<file path="src/rtl/bcd_counter_pkg.sv">
// Shared constants for the decimal counter slice.
// Holds the digit width, the largest legal BCD code and the digit-step helper.
package bcd_counter_pkg;

    localparam int          DIGIT_W = 4;
    localparam logic [3:0]  BCD_MAX = 4'd9;

    // One enabled step of a single decimal digit.
    // Codes at or above 9 (including the illegal A..F) land on 0, so a
    // corrupted digit heals on its next enabled increment.
    function automatic logic [DIGIT_W-1:0] bcd_step(
        input logic [DIGIT_W-1:0] d
    );
        if (d >= BCD_MAX) begin
            return '0;
        end
        return d + 4'd1;
    endfunction

endpackage

</file>
<file path="src/rtl/bcd_counter_digit.sv">
// bcd_digit: one mod-10 counter digit with ripple carry.
// Ports: Clk, Rst_n (async, active-high), c_in, c_out, d[3:0].
module bcd_digit
    import bcd_counter_pkg::*;
(
    input  logic               Clk,
    input  logic               Rst_n,
    input  logic               c_in,
    output logic               c_out,
    output logic [DIGIT_W-1:0] d
);

    logic [DIGIT_W-1:0] d_q;
    logic [DIGIT_W-1:0] d_d;

    always_comb begin
        d_d = d_q;
        if (c_in) begin
            d_d = bcd_step(d_q);
        end
    end

    always_ff @(posedge Clk or posedge Rst_n) begin
        if (Rst_n) begin
            d_q <= '0;
        end else begin
            d_q <= d_d;
        end
    end

    // Only a true 9 propagates a carry; illegal codes wrap silently.
    assign c_out = c_in & (d_q == BCD_MAX);
    assign d     = d_q;

endmodule

</file>
<file path="src/rtl/bcd_counter.sv">
// bcd_counter: DIGITS-digit decimal event counter with carry-out.
// Ports: Clk, Rst_n (async, active-high), Cin, Cout (comb), q[4*DIGITS-1:0].
module bcd_counter
    import bcd_counter_pkg::*;
#(
    parameter int DIGITS = 3
) (
    input  logic                      Clk,
    input  logic                      Rst_n,
    input  logic                      Cin,
    output logic                      Cout,
    output logic [DIGIT_W*DIGITS-1:0] q
);

    // carry[i] enters digit i; carry[DIGITS] leaves the top digit.
    logic [DIGITS:0] carry;

    assign carry[0] = Cin;

    for (genvar i = 0; i < DIGITS; i++) begin : g_digit
        bcd_digit u_digit (
            .Clk   (Clk),
            .Rst_n (Rst_n),
            .c_in  (carry[i]),
            .c_out (carry[i+1]),
            .d     (q[DIGIT_W*i +: DIGIT_W])
        );
    end

    assign Cout = carry[DIGITS];

endmodule

</file>
<file path="config.mk">
export PLATFORM = sky130hd
export DESIGN_NAME = bcd_counter
export DESIGN_NICKNAME = d
export VERILOG_FILES = /design/src/rtl/bcd_counter_pkg.sv /design/src/rtl/bcd_counter_digit.sv /design/src/rtl/bcd_counter.sv
export SDC_FILE = /design/constraint.sdc
export NUM_CORES = 1
export LEC_CHECK = 0
export CAP_MARGIN = 20
export CORE_MARGIN = 5
export CORE_UTILIZATION = 40
export CTS_BUF_LIST = sky130_fd_sc_hd__clkbuf_16
export CTS_CLUSTER_DIAMETER = 120
export DETAILED_ROUTE_END_ITERATION = 6
export GPL_TIMING_DRIVEN = 1
export PLACE_DENSITY = 0.75
export RECOVER_POWER = 100
export REMOVE_ABC_BUFFERS = 1
export SLEW_MARGIN = 20
export SYNTH_ARGS = -nofsm -noshare
export SYNTH_HDL_FRONTEND = slang
export SYNTH_SLANG_ARGS = --single-unit
</file>
<file path="constraint.sdc">
create_clock -name Clk -period 1.4 [get_ports Clk]
set_input_delay 0.14 -clock Clk [delete_from_list [all_inputs] [get_ports Clk]]
set_output_delay 0.14 -clock Clk [all_outputs]
set_load 0.1 [all_outputs]
</file>
Yosys cells after proc, flatten, opt, wreduce, memory -nomap -nowiden
Index checks and enable logic that the tools add are counted.
{"block": "totals", "reg_bits": 12, "input_bits": 3, "output_inout_bits": 13, "word_cells": 27}
{"block": "classes", "addsub": 3, "order_cmp": 3, "eq_ne": 3, "n_mux": 12, "bitwise_logic": 3}
{"operator": "$mux W4", "n": 6}
{"operator": "$add A4 B1 Y4 const B", "n": 3}
{"operator": "$eq A4 B4 Y1 const B", "n": 3}
{"operator": "$ge A4 B4 Y1 const B", "n": 3}
{"operator": "$mux W1", "n": 6}
{"operator": "$and A1 B1 Y1", "n": 3}

Longest topological paths before layout
Gate-level depths: netlist (run 1).
{"block": "logic_depth", "depth_word": 5, "ltp_mapped": 5, "ltp_nobuf": 5}

Cells and area by module
A second synthesis (run 1) with hierarchy kept.
{"block": "unflattened", "hier_cells": 72, "hier_area_um2": 728.2}
{"mod": "bcd_digit", "instances": 3, "cells_each": 24, "area_per_inst_um2": 242.7, "seq_area_each_um2": 100.1}

Worst setup path before layout (run 1)
No wires, ideal clock.
{"block": "synth_path", "path_kind": "reg2out", "startpoint": "reg g_digit[0].u_digit.d_q[0]", "endpoint": "out Cout", "t_arrival_ns": 3.876, "t_required_ns": 1.260, "setup_slack_ns": -2.616, "path_stages_with_launch": 5, "path_buffers": 0, "cell_sequence": "dfrtp_1 > ha_1 > nand4b_4 > or2_1 > nor3_1"}
{"block": "synth_between", "elab_chain_len": 4}
{"item": "start: declaration", "line_no": "bcd_counter_digit.sv:13", "rtl": "logic [DIGIT_W-1:0] d_q;"}
{"item": "start signal: assignment", "line_no": "bcd_counter_digit.sv:25", "rtl": "d_q <= '0;"}
{"item": "start signal: assignment", "line_no": "bcd_counter_digit.sv:27", "rtl": "d_q <= d_d;"}
{"item": "$eq A4 B4 Y1", "line_no": "bcd_counter_digit.sv:32", "rtl": "assign c_out = c_in & (d_q == BCD_MAX);"}
{"item": "$and A1 B1 Y1 (3 in a row)", "line_no": "bcd_counter_digit.sv:32"}
{"item": "end: declaration", "line_no": "bcd_counter.sv:11", "rtl": "output logic Cout,"}
No other way between the ends.

Final worst setup path (run 1)
{"block": "layout_path", "startpoint": "reg g_digit[1].u_digit.d_q[1]", "endpoint": "out Cout"}
{"block": "layout_between", "elab_chain_len": 3}
{"item": "start: declaration", "line_no": "bcd_counter_digit.sv:13"}
{"item": "start signal: assignment", "line_no": "bcd_counter_digit.sv:25"}
{"item": "start signal: assignment", "line_no": "bcd_counter_digit.sv:27"}
{"item": "$eq A4 B4 Y1", "line_no": "bcd_counter_digit.sv:32"}
{"item": "$and A1 B1 Y1 (2 in a row)", "line_no": "bcd_counter_digit.sv:32"}
No other way between the ends.

==> flow_metrics.py, run 1 <==
metrics = {
    "global_route": {
        "grtUsageTotal_pct": 15.7,
        "grt_max_degree": 13,
        "antenna_found_initial": 0,
        "grt_pass1_vias": 721,
        "grt_pass1_wl_um": 3200,
        "gr-total-overflow": 0,
    },
    "cells_and_area": {
        "final_common_cell": "buf_4",
        "nFillCells": 123,
        "drive_above_1_share_pct": 46.4,
        "synthToLayoutAreaGrowth_pct": 72.1,
        "final_nets": 126,
        "n_antenna_cell": 0,
        "final_cell_mix": "19 x buf_4, 12 x dfrtp_1, 7 x nor2_1, 7 x inv_1, 7 x buf_12",
        "final_cell_area_um2": 1270,
        "largest_reg_flops": 12,
    },
    "detailed_routing": {
        "drtIter0Drc": 10,
        "ant_nets": 0,
        "num_vias": 690,
        "wl_um": 1890,
        "first_pass_iters": 4,
        "wl_per_cell_um": 13.8,
        "viasPerCell": 5.04,
        "route.detailed.drc": 0,
    },
    "placed_design": {
        "gp_congestion": 0.832,
        "placed_area_um2": 1200,
        "dp_hpwl_um": 1320,
        "place.port_buffers": 15,
        "dpl_worst_slack_ns": -0.269,
    },
    "synth": {
        "synth_edf_count": 0,
        "ys_seq_elements": 12,
        "synth_cells": 71,
        "yosysUniqueCellTypes": 30,
        "synth_seq_area_share_pct": 40.6,
        "synth.cell_area_um2": 739,
        "synth_warnings": 0,
        "synth-main-ff-cell": "dfrtp_1",
        "async_flop_share_pct": 100,
        "avgSynthCellArea_um2": 10.4,
    },
    "clocking": {
        "postCtsHoldBufs": 0,
        "clock_latency_ns": 0.24,
        "cts_made_buffers": 3,
        "cts.sink_count": 12,
        "htreeDepth": 1,
        "root_buffer": "clkbuf_16",
        "cts_tree": "yes",
        "clk_pin_slew_ns": 0.04,
        "ctsLongestPathBuffers": 2,
    },
    "floorplanning": {
        "die_h_um": 53.0,
        "die_w_um": 53.0,
        "rows": 15,
        "io_pins": 16,
        "core_area_um2": 1750,
        "initial_core_util_pct": 42.4,
        "die-area_um2": 2810,
    },
    "critical_path": {
        "r2r_slack_ns": -0.20,
        "critPathKind": "flop to output pin",
        "worstSetupStartpointType": "flop",
        "endpoint_kind": "output pin",
        "critical-path-slowest-cell": "dfrtp_1",
        "r2r-end": "g_digit[2].u_digit.d[0]",
        "reg2reg_depth": 5,
        "r2r_start": "g_digit[2].u_digit.d[1]",
        "cp_cell_sequence": "inv_2, ha_4, nand3b_1, or2_1, nor3_1, buf_4, buf_12",
        "slowest_delay_ns": 0.38,
        "path_max_fanout": 2,
        "crit_required_ns": 1.26,
        "cp.arrival_ns": 1.64,
    },
    "run": {
        "maxCapViolCount": 0,
    },
    "status": {
        "violations": "negative setup slack",
        "status": "finished with violations",
    },
    "timing": {
        "setup_tns_ns": -1.68,
        "rsz0062_at_grt": "yes",
        "period_share_pct": 127,
        "slew_headroom_pct": 69.0,
        "fin_skew_ns": 0.00122,
        "maxSlewViolCount": 0,
        "tightestPinTransition_ns": 0.464,
        "max_freq_mhz": 562,
        "hold_viol": 0,
        "finalCriticalPeriod_ns": 1.78,
        "finalWorstSetupSlack_ns": -0.381,
        "setup_violations": 13,
    },
    "min_path": {
        "hold_path_class": "input port to async pin",
    },
}
## what timing repair did
action,in CTS,in global routing
pin swaps,6,3
cloned,0,0
setup endpoints to repair,9,11
gates resized for setup,12,4
buffers inserted,4,2
## kinds of logic (layout without fill, tap and decap cells)
family | Yosys count | count (layout) | share of synthesized area (%)
buffers and inverters | 10 | 51 | 5.58
XOR/XNOR | 2 | 2 | 2.37
AND/OR/NAND/NOR | 22 | 22 | 18.4
flip-flops | 12 | 12 | 40.6
adder cells (fa/ha/maj) | 9 | 9 | 15.2
multiplexers | 2 | 2 | 2.88
AO/OA/AOI/OAI | 14 | 14 | 14.9
## worst max path at each step
stage | startpoint | endpoint | slack (ns)
after floorplan | g_digit[0].u_digit.d[0] | Cout | -2.62
after CTS | g_digit[1].u_digit.d[1] | Cout | -0.38
after global routing | g_digit[1].u_digit.d[1] | Cout | -0.43
final | g_digit[1].u_digit.d[1] | Cout | -0.38
after global placement | Cin | Cout | -0.26
after detailed placement | Cin | Cout | -0.27
## worst max-delay path: cells and delay by family, from the launching register on
family                     cells  cell delay, ns
and+or+nand+nor                3            0.49
buffers and inverters          3            0.39
DFF                            1            0.38
adders and majority gates      1            0.13
## stage by stage
stage / std cells / util, % / hold slack, ns
floorplan: 70 / - / 0.00470
global placement: 131 / 68.8 / 0.473
detailed placement: 131 / 68.8 / 0.476
CTS: 137 / 77.2 / 0.225
global route: 137 / 72.9 / 0.385
finish: 137 / 72.9 / 0.351
## metal layers
layer | wire length [µm] | global-route usage, % | vias to the layer above
met5 | 0 | 0 | -
met4 | 31 | 7.66 | 0
met3 | 45 | 2.82 | 5
met2 | 975 | 26.4 | 13
met1 | 838 | 19.0 | 340
li1 | - | - | 332
## layout make-up
| class | instances | area (µm²) | area share (%) |
|---|---|---|---|
| inverter | 9 | 33.8 | 2.65 |
| tap | 25 | 31.3 | 2.46 |
| timing repair buffer | 39 | 374 | 29.4 |
| clock buffer | 3 | 75.1 | 5.90 |
| multi-input combinational | 49 | 458 | 36.0 |
| sequential | 12 | 300 | 23.6 |
## Yosys cell counts (2+ instances only)
| library cell | instances | area share [%] |
|---|---|---|
| nand2_1 | 5 | 2.5 |
| ha_1 | 9 | 15 |
| o21ai_0 | 2 | 1.4 |
| a41oi_1 | 2 | 2.4 |
| dfrtp_1 | 12 | 41 |
| nor2_1 | 7 | 3.6 |
| a21oi_1 | 2 | 1.4 |
| nor3_1 | 2 | 1.4 |
| inv_1 | 9 | 4.6 |
Power of run 1 is left out: the tool's default activity adds up to more than one toggle a clock period on the data nets, which glitch-free logic cannot reach.
==> run 2: changes to the inputs <==
--- a/config.mk
+++ b/config.mk
@@ -5,6 +5,7 @@
 export SDC_FILE = /design/constraint.sdc
 export NUM_CORES = 1
 export LEC_CHECK = 0
+export ABC_AREA = 1
 export CAP_MARGIN = 20
 export CORE_MARGIN = 5
 export CORE_UTILIZATION = 40
==> flow_metrics.py, run 2 <==
metrics = {
    "synth": {
        "synth_compound_area_share_pct": 7.32,
        "synth.cell_area_um2": 752,
        "synthSimpleGateAreaFrac_pct": 25.3,
        "synth_warnings": 0,
        "netlist.top_cell.by_area": "dfrtp_1",
        "avgSynthCellArea_um2": 8.09,
        "synthAdderAreaFrac_pct": 15.0,
        "synth_commonest_cells": "21 x nand2_1, 18 x inv_1, 12 x dfrtp_1",
        "yosysUniqueCellTypes": 16,
        "netlist.area_leader.share_pct": 39.9,
        "synth-main-ff-cell": "dfrtp_1",
        "synth_top_family_by_area": "simple AND/OR/NAND/NOR gates",
        "synth_cells": 93,
        "synth_xor_area_share_pct": 3.49,
        "synthMuxAreaShare_pct": 0,
        "synth_seq_area_share_pct": 39.9,
        "synth.most_common_cell": "nand2_1",
        "synth_edf_count": 0,
        "ys_seq_elements": 12,
        "synth_area_leaders": "dfrtp_1 40%, ha_1 15%, nand2_1 10%, inv_1 9.0%, nand3_1 4.7%",
        "async_flop_share_pct": 100,
    },
    "cells_and_area": {
        "drive_above_1_share_pct": 35.1,
        "final_cell_mix": "20 x nand2_1, 17 x buf_4, 15 x inv_1",
        "synthToLayoutAreaGrowth_pct": 61.9,
        "stdcell_count": 156,
        "final_nets": 144,
        "n_antenna_cell": 0,
        "final_common_cell": "nand2_1",
        "largest_reg_flops": 12,
    },
    "placed_design": {
        "gp_congestion": 0.837,
        "place.port_buffers": 15,
        "dp_hpwl_um": 1330,
        "dpl_worst_slack_ns": -0.0850,
        "post-place-cells": 149,
    },
    "critical_path": {
        "slowest_delay_ns": 0.38,
        "critical-path-slowest-cell": "dfrtp_1",
        "critPathTopFamily": "flip-flops",
        "crit_required_ns": 1.26,
        "cp.arrival_ns": 1.37,
        "path_max_fanout": 2,
        "crit_buf_inv": 2,
        "cp_cell_sequence": "inv_2, ha_4, nand2_4, nor2_8, nand2_4, nor2_4, buf_12",
        "endpoint_kind": "output pin",
        "cp_common_cell": "nand2_4",
        "critPathKind": "flop to output pin",
        "worstSetupStartpointType": "flop",
    },
    "floorplanning": {
        "rows": 15,
        "initial_core_util_pct": 42.6,
        "die_w_um": 53.4,
        "io_pins": 16,
        "die-area_um2": 2850,
        "die_h_um": 53.4,
        "core_area_um2": 1760,
    },
    "min_path": {
        "hold_path_class": "input port to async pin",
    },
    "timing": {
        "finalWorstSetupSlack_ns": -0.113,
        "period_share_pct": 108,
        "slew_headroom_pct": 67.8,
        "setup_violations": 3,
        "hold_viol": 0,
        "finalCriticalPeriod_ns": 1.51,
        "tightestPinTransition_ns": 0.483,
        "rsz0062_at_grt": "yes",
        "fin_skew_ns": 0.00191,
        "maxSlewViolCount": 0,
        "max_freq_mhz": 661,
    },
    "clocking": {
        "cts_tree": "yes",
        "clock_latency_ns": 0.24,
        "ctsLongestPathBuffers": 2,
        "postCtsHoldBufs": 0,
        "cts.sink_count": 12,
        "htreeDepth": 1,
        "clk_pin_slew_ns": 0.04,
        "root_buffer": "clkbuf_16",
        "cts_made_buffers": 3,
    },
    "global_route": {
        "grt_pass1_wl_um": 3570,
        "grt_pass1_vias": 779,
        "gr-total-overflow": 0,
        "antenna_found_initial": 0,
        "grtUsageTotal_pct": 18.0,
        "grt_max_degree": 13,
    },
    "detailed_routing": {
        "wl_per_cell_um": 13.9,
        "viasPerCell": 4.83,
        "num_vias": 753,
        "drtIter0Drc": 9,
        "route.detailed.drc": 0,
        "first_pass_iters": 4,
        "wl_um": 2170,
        "ant_nets": 0,
    },
    "status": {
        "status": "finished with violations",
        "violations": "negative setup slack",
    },
    "run": {
        "maxCapViolCount": 0,
    },
}
==> run 2: final cells by class <==
cell class	instances	area (µm²)
Tap cell	25	31.3
Fill cell	144	547
Timing Repair Buffer	34	313
Clock buffer	3	75.1
Clock inverter	1	3.75
Sequential cell	12	300
Inverter	18	67.6
Multi-Input combinational cell	63	427
==> run 2: cells by family (layout without fill, tap and decap cells) <==
group / count (synthesis) / in the layout
AO/OA/AOI/OAI: 10 / 10
XOR/XNOR: 3 / 3
adder cells (fa/ha/maj): 9 / 9
buffers and inverters: 18 / 56
flip-flops: 12 / 12
AND/OR/NAND/NOR: 41 / 41
==> run 2: what timing repair did <==
item                       CTS  global route
buffers inserted             2             1
resized for setup           10             3
pin swaps                    1             0
setup endpoints to repair    1             5
==> run 2: final timing paths <==
kind / start / to / slack (ns) / cells after the start
min in group Clk: g_digit[2].u_digit.d[0] / g_digit[2].u_digit.d[0] / 0.57 / 2
setup / recovery: g_digit[0].u_digit.d[1] / Cout / -0.11 / 7
setup reg to reg: g_digit[0].u_digit.d[1] / g_digit[0].u_digit.d[1] / -0.08 / 8
hold reg to reg: g_digit[2].u_digit.d[0] / g_digit[2].u_digit.d[0] / 0.57 / 2
max in group asynchronous: Rst_n / g_digit[2].u_digit.d[3] / 0.72 / 2
hold / removal: Rst_n / g_digit[0].u_digit.d[0] / 0.35 / 2
==> run 2: worst register-to-register path, delay by kind of cell (launching register included) <==
family / cells / cell delay, ns
adder cells (fa/ha/maj): 1 / 0.18
AND/OR/NAND/NOR: 1 / 0.09
buffers and inverters: 5 / 0.47
AO/OA/AOI/OAI: 1 / 0.27
flip-flops: 1 / 0.35
==> run 2: metal layers <==
metal | GRT usage, % | vias up | share of wire, %
met5 | 0 | - | 0
li1 | - | 365 | -
met4 | 8.94 | 0 | 4.2
met3 | 3.38 | 11 | 3.5
met2 | 32.4 | 23 | 53
met1 | 19.8 | 354 | 39
==> run 2: through the flow <==
stage | hold WS, ns | util (%) | TNS, ns | instance area [µm²]
2_1_floorplan | 0.00470 | - | -6.73 | 752
3_3_place_gp | 0.471 | 67.1 | -0.0455 | 1180
3_5_place_dp | 0.487 | 67.1 | -0.0850 | 1180
4_1_cts | 0.233 | 74.4 | -0.0851 | 1310
5_1_grt | 0.400 | 69.0 | -0.498 | 1220
6_report | 0.354 | 69.0 | -0.232 | 1220
Power of run 2 is left out for the same reason.
==> run 3: changes to the inputs <==
--- a/config.mk
+++ b/config.mk
@@ -16,6 +16,7 @@
 export PLACE_DENSITY = 0.75
 export RECOVER_POWER = 100
 export REMOVE_ABC_BUFFERS = 1
+export SETUP_SLACK_MARGIN = 0.4
 export SLEW_MARGIN = 20
 export SYNTH_ARGS = -nofsm -noshare
 export SYNTH_HDL_FRONTEND = slang
==> flow_metrics.py, run 3 (synthesis results as in run 2) <==
metrics = {
    "cells_and_area": {
        "largest_reg_flops": 12,
        "utilization_pct": 86.0,
        "n_antenna_cell": 0,
        "final_nets": 160,
        "final_cell_mix": "18 x buf_6, 18 x buf_4, 15 x nand2_1",
        "final_cell_area_um2": 1520,
        "synthToLayoutAreaGrowth_pct": 102,
        "drive_above_1_share_pct": 57.1,
    },
    "timing": {
        "setup_tns_ns": -0.292,
        "slew_headroom_pct": 67.7,
        "maxSlewViolCount": 0,
        "finalWorstSetupSlack_ns": -0.164,
        "setup_violations": 6,
        "hold_viol": 0,
        "tightestPinTransition_ns": 0.485,
        "fin_skew_ns": 0.00125,
        "rsz0062_at_grt": "yes",
        "max_freq_mhz": 639,
        "finalCriticalPeriod_ns": 1.56,
        "period_share_pct": 112,
        "whs_ns": 0.353,
    },
    "floorplanning": {
        "core_area_um2": 1760,
        "io_pins": 16,
        "rows": 15,
        "die_h_um": 53.4,
        "initial_core_util_pct": 42.6,
        "die-area_um2": 2850,
        "die_w_um": 53.4,
    },
    "detailed_routing": {
        "route.detailed.drc": 0,
        "viasPerCell": 5.13,
        "drtIter0Drc": 27,
        "wl_um": 3040,
        "num_vias": 882,
        "first_pass_iters": 4,
        "wl_per_cell_um": 17.7,
        "ant_nets": 0,
    },
    "global_route": {
        "grtUsageTotal_pct": 20.2,
        "grt_pass1_vias": 782,
        "gr-total-overflow": 0,
        "grt_pass1_wl_um": 3940,
        "antenna_found_initial": 0,
        "grt_max_degree": 13,
    },
    "critical_path": {
        "cp.arrival_ns": 1.42,
        "critPathLaunch": "g_digit[1].u_digit.d[1]",
        "reg2reg_depth": 9,
        "r2r_start": "g_digit[0].u_digit.d[1]",
        "worstSetupStartpointType": "flop",
        "crit_required_ns": 1.26,
        "endpoint_kind": "output pin",
        "critPathKind": "flop to output pin",
        "path_max_fanout": 2,
    },
    "clocking": {
        "ctsLongestPathBuffers": 2,
        "cts.sink_count": 12,
        "cts_tree": "yes",
        "cts_made_buffers": 3,
        "htreeDepth": 1,
        "clock_latency_ns": 0.24,
        "root_buffer": "clkbuf_16",
        "postCtsHoldBufs": 0,
        "clk_pin_slew_ns": 0.04,
    },
    "min_path": {
        "hold_path_class": "input port to async pin",
    },
    "placed_design": {
        "place.port_buffers": 15,
        "placed_area_um2": 1180,
        "dp_hpwl_um": 1330,
        "gp_congestion": 0.837,
    },
    "run": {
        "maxCapViolCount": 0,
    },
    "status": {
        "violations": "negative setup slack",
        "status": "finished with violations",
    },
}
-- run 3: repair_timing --
action                                  4_1_cts  5_1_grt
hold endpoints to repair                      0        0
cloned                                        1        0
setup buffers                                 9        9
gates resized for setup                      35       27
endpoints found under the setup margin       25       25
pin swaps                                     2        7
-- run 3: final timing paths --
check | end | slack, ns
min in group Clk | g_digit[2].u_digit.d[0] | 0.56
max in group asynchronous | g_digit[2].u_digit.d[3] | 0.69
min reg2reg | g_digit[2].u_digit.d[0] | 0.56
min | g_digit[0].u_digit.d[2] | 0.35
max | Cout | -0.16
max reg2reg | g_digit[0].u_digit.d[2] | -0.04
-- run 3: critical path: stages, from the launching register on --
cell     delay, ns
dfrtp_1       0.40
inv_2         0.10
ha_4          0.14
inv_2         0.04
nor2_4        0.14
nand2_4       0.08
nor2_4        0.10
buf_12        0.18
-- run 3: metrics by stage --
stage / std cells / setup slack (ns)
finish: 172 / -0.164
global route: 172 / -0.211
CTS: 163 / -0.0806
detailed placement: 149 / -0.0850
global placement: 149 / -0.0455
floorplan: 93 / -1.64
-- run 3: final cells by class --
type                            instances  area [µm²]
Tap cell                               25        31.3
Clock inverter                          1        3.75
Multi-Input combinational cell         63         520
Inverter                               18        70.1
Sequential cell                        12         304
Fill cell                              77         246
Timing Repair Buffer                   50         513
Clock buffer                            3        75.1
-- run 3: per-layer routing --
layer | GRT usage, % | vias to the layer above | wire length (µm)
li1 | - | 395 | -
met1 | 24.4 | 424 | 1210
met2 | 35.7 | 44 | 1490
met3 | 2.54 | 19 | 163
met4 | 7.66 | 0 | 171
met5 | 0 | - | 0
Power of run 3 is left out for the same reason.
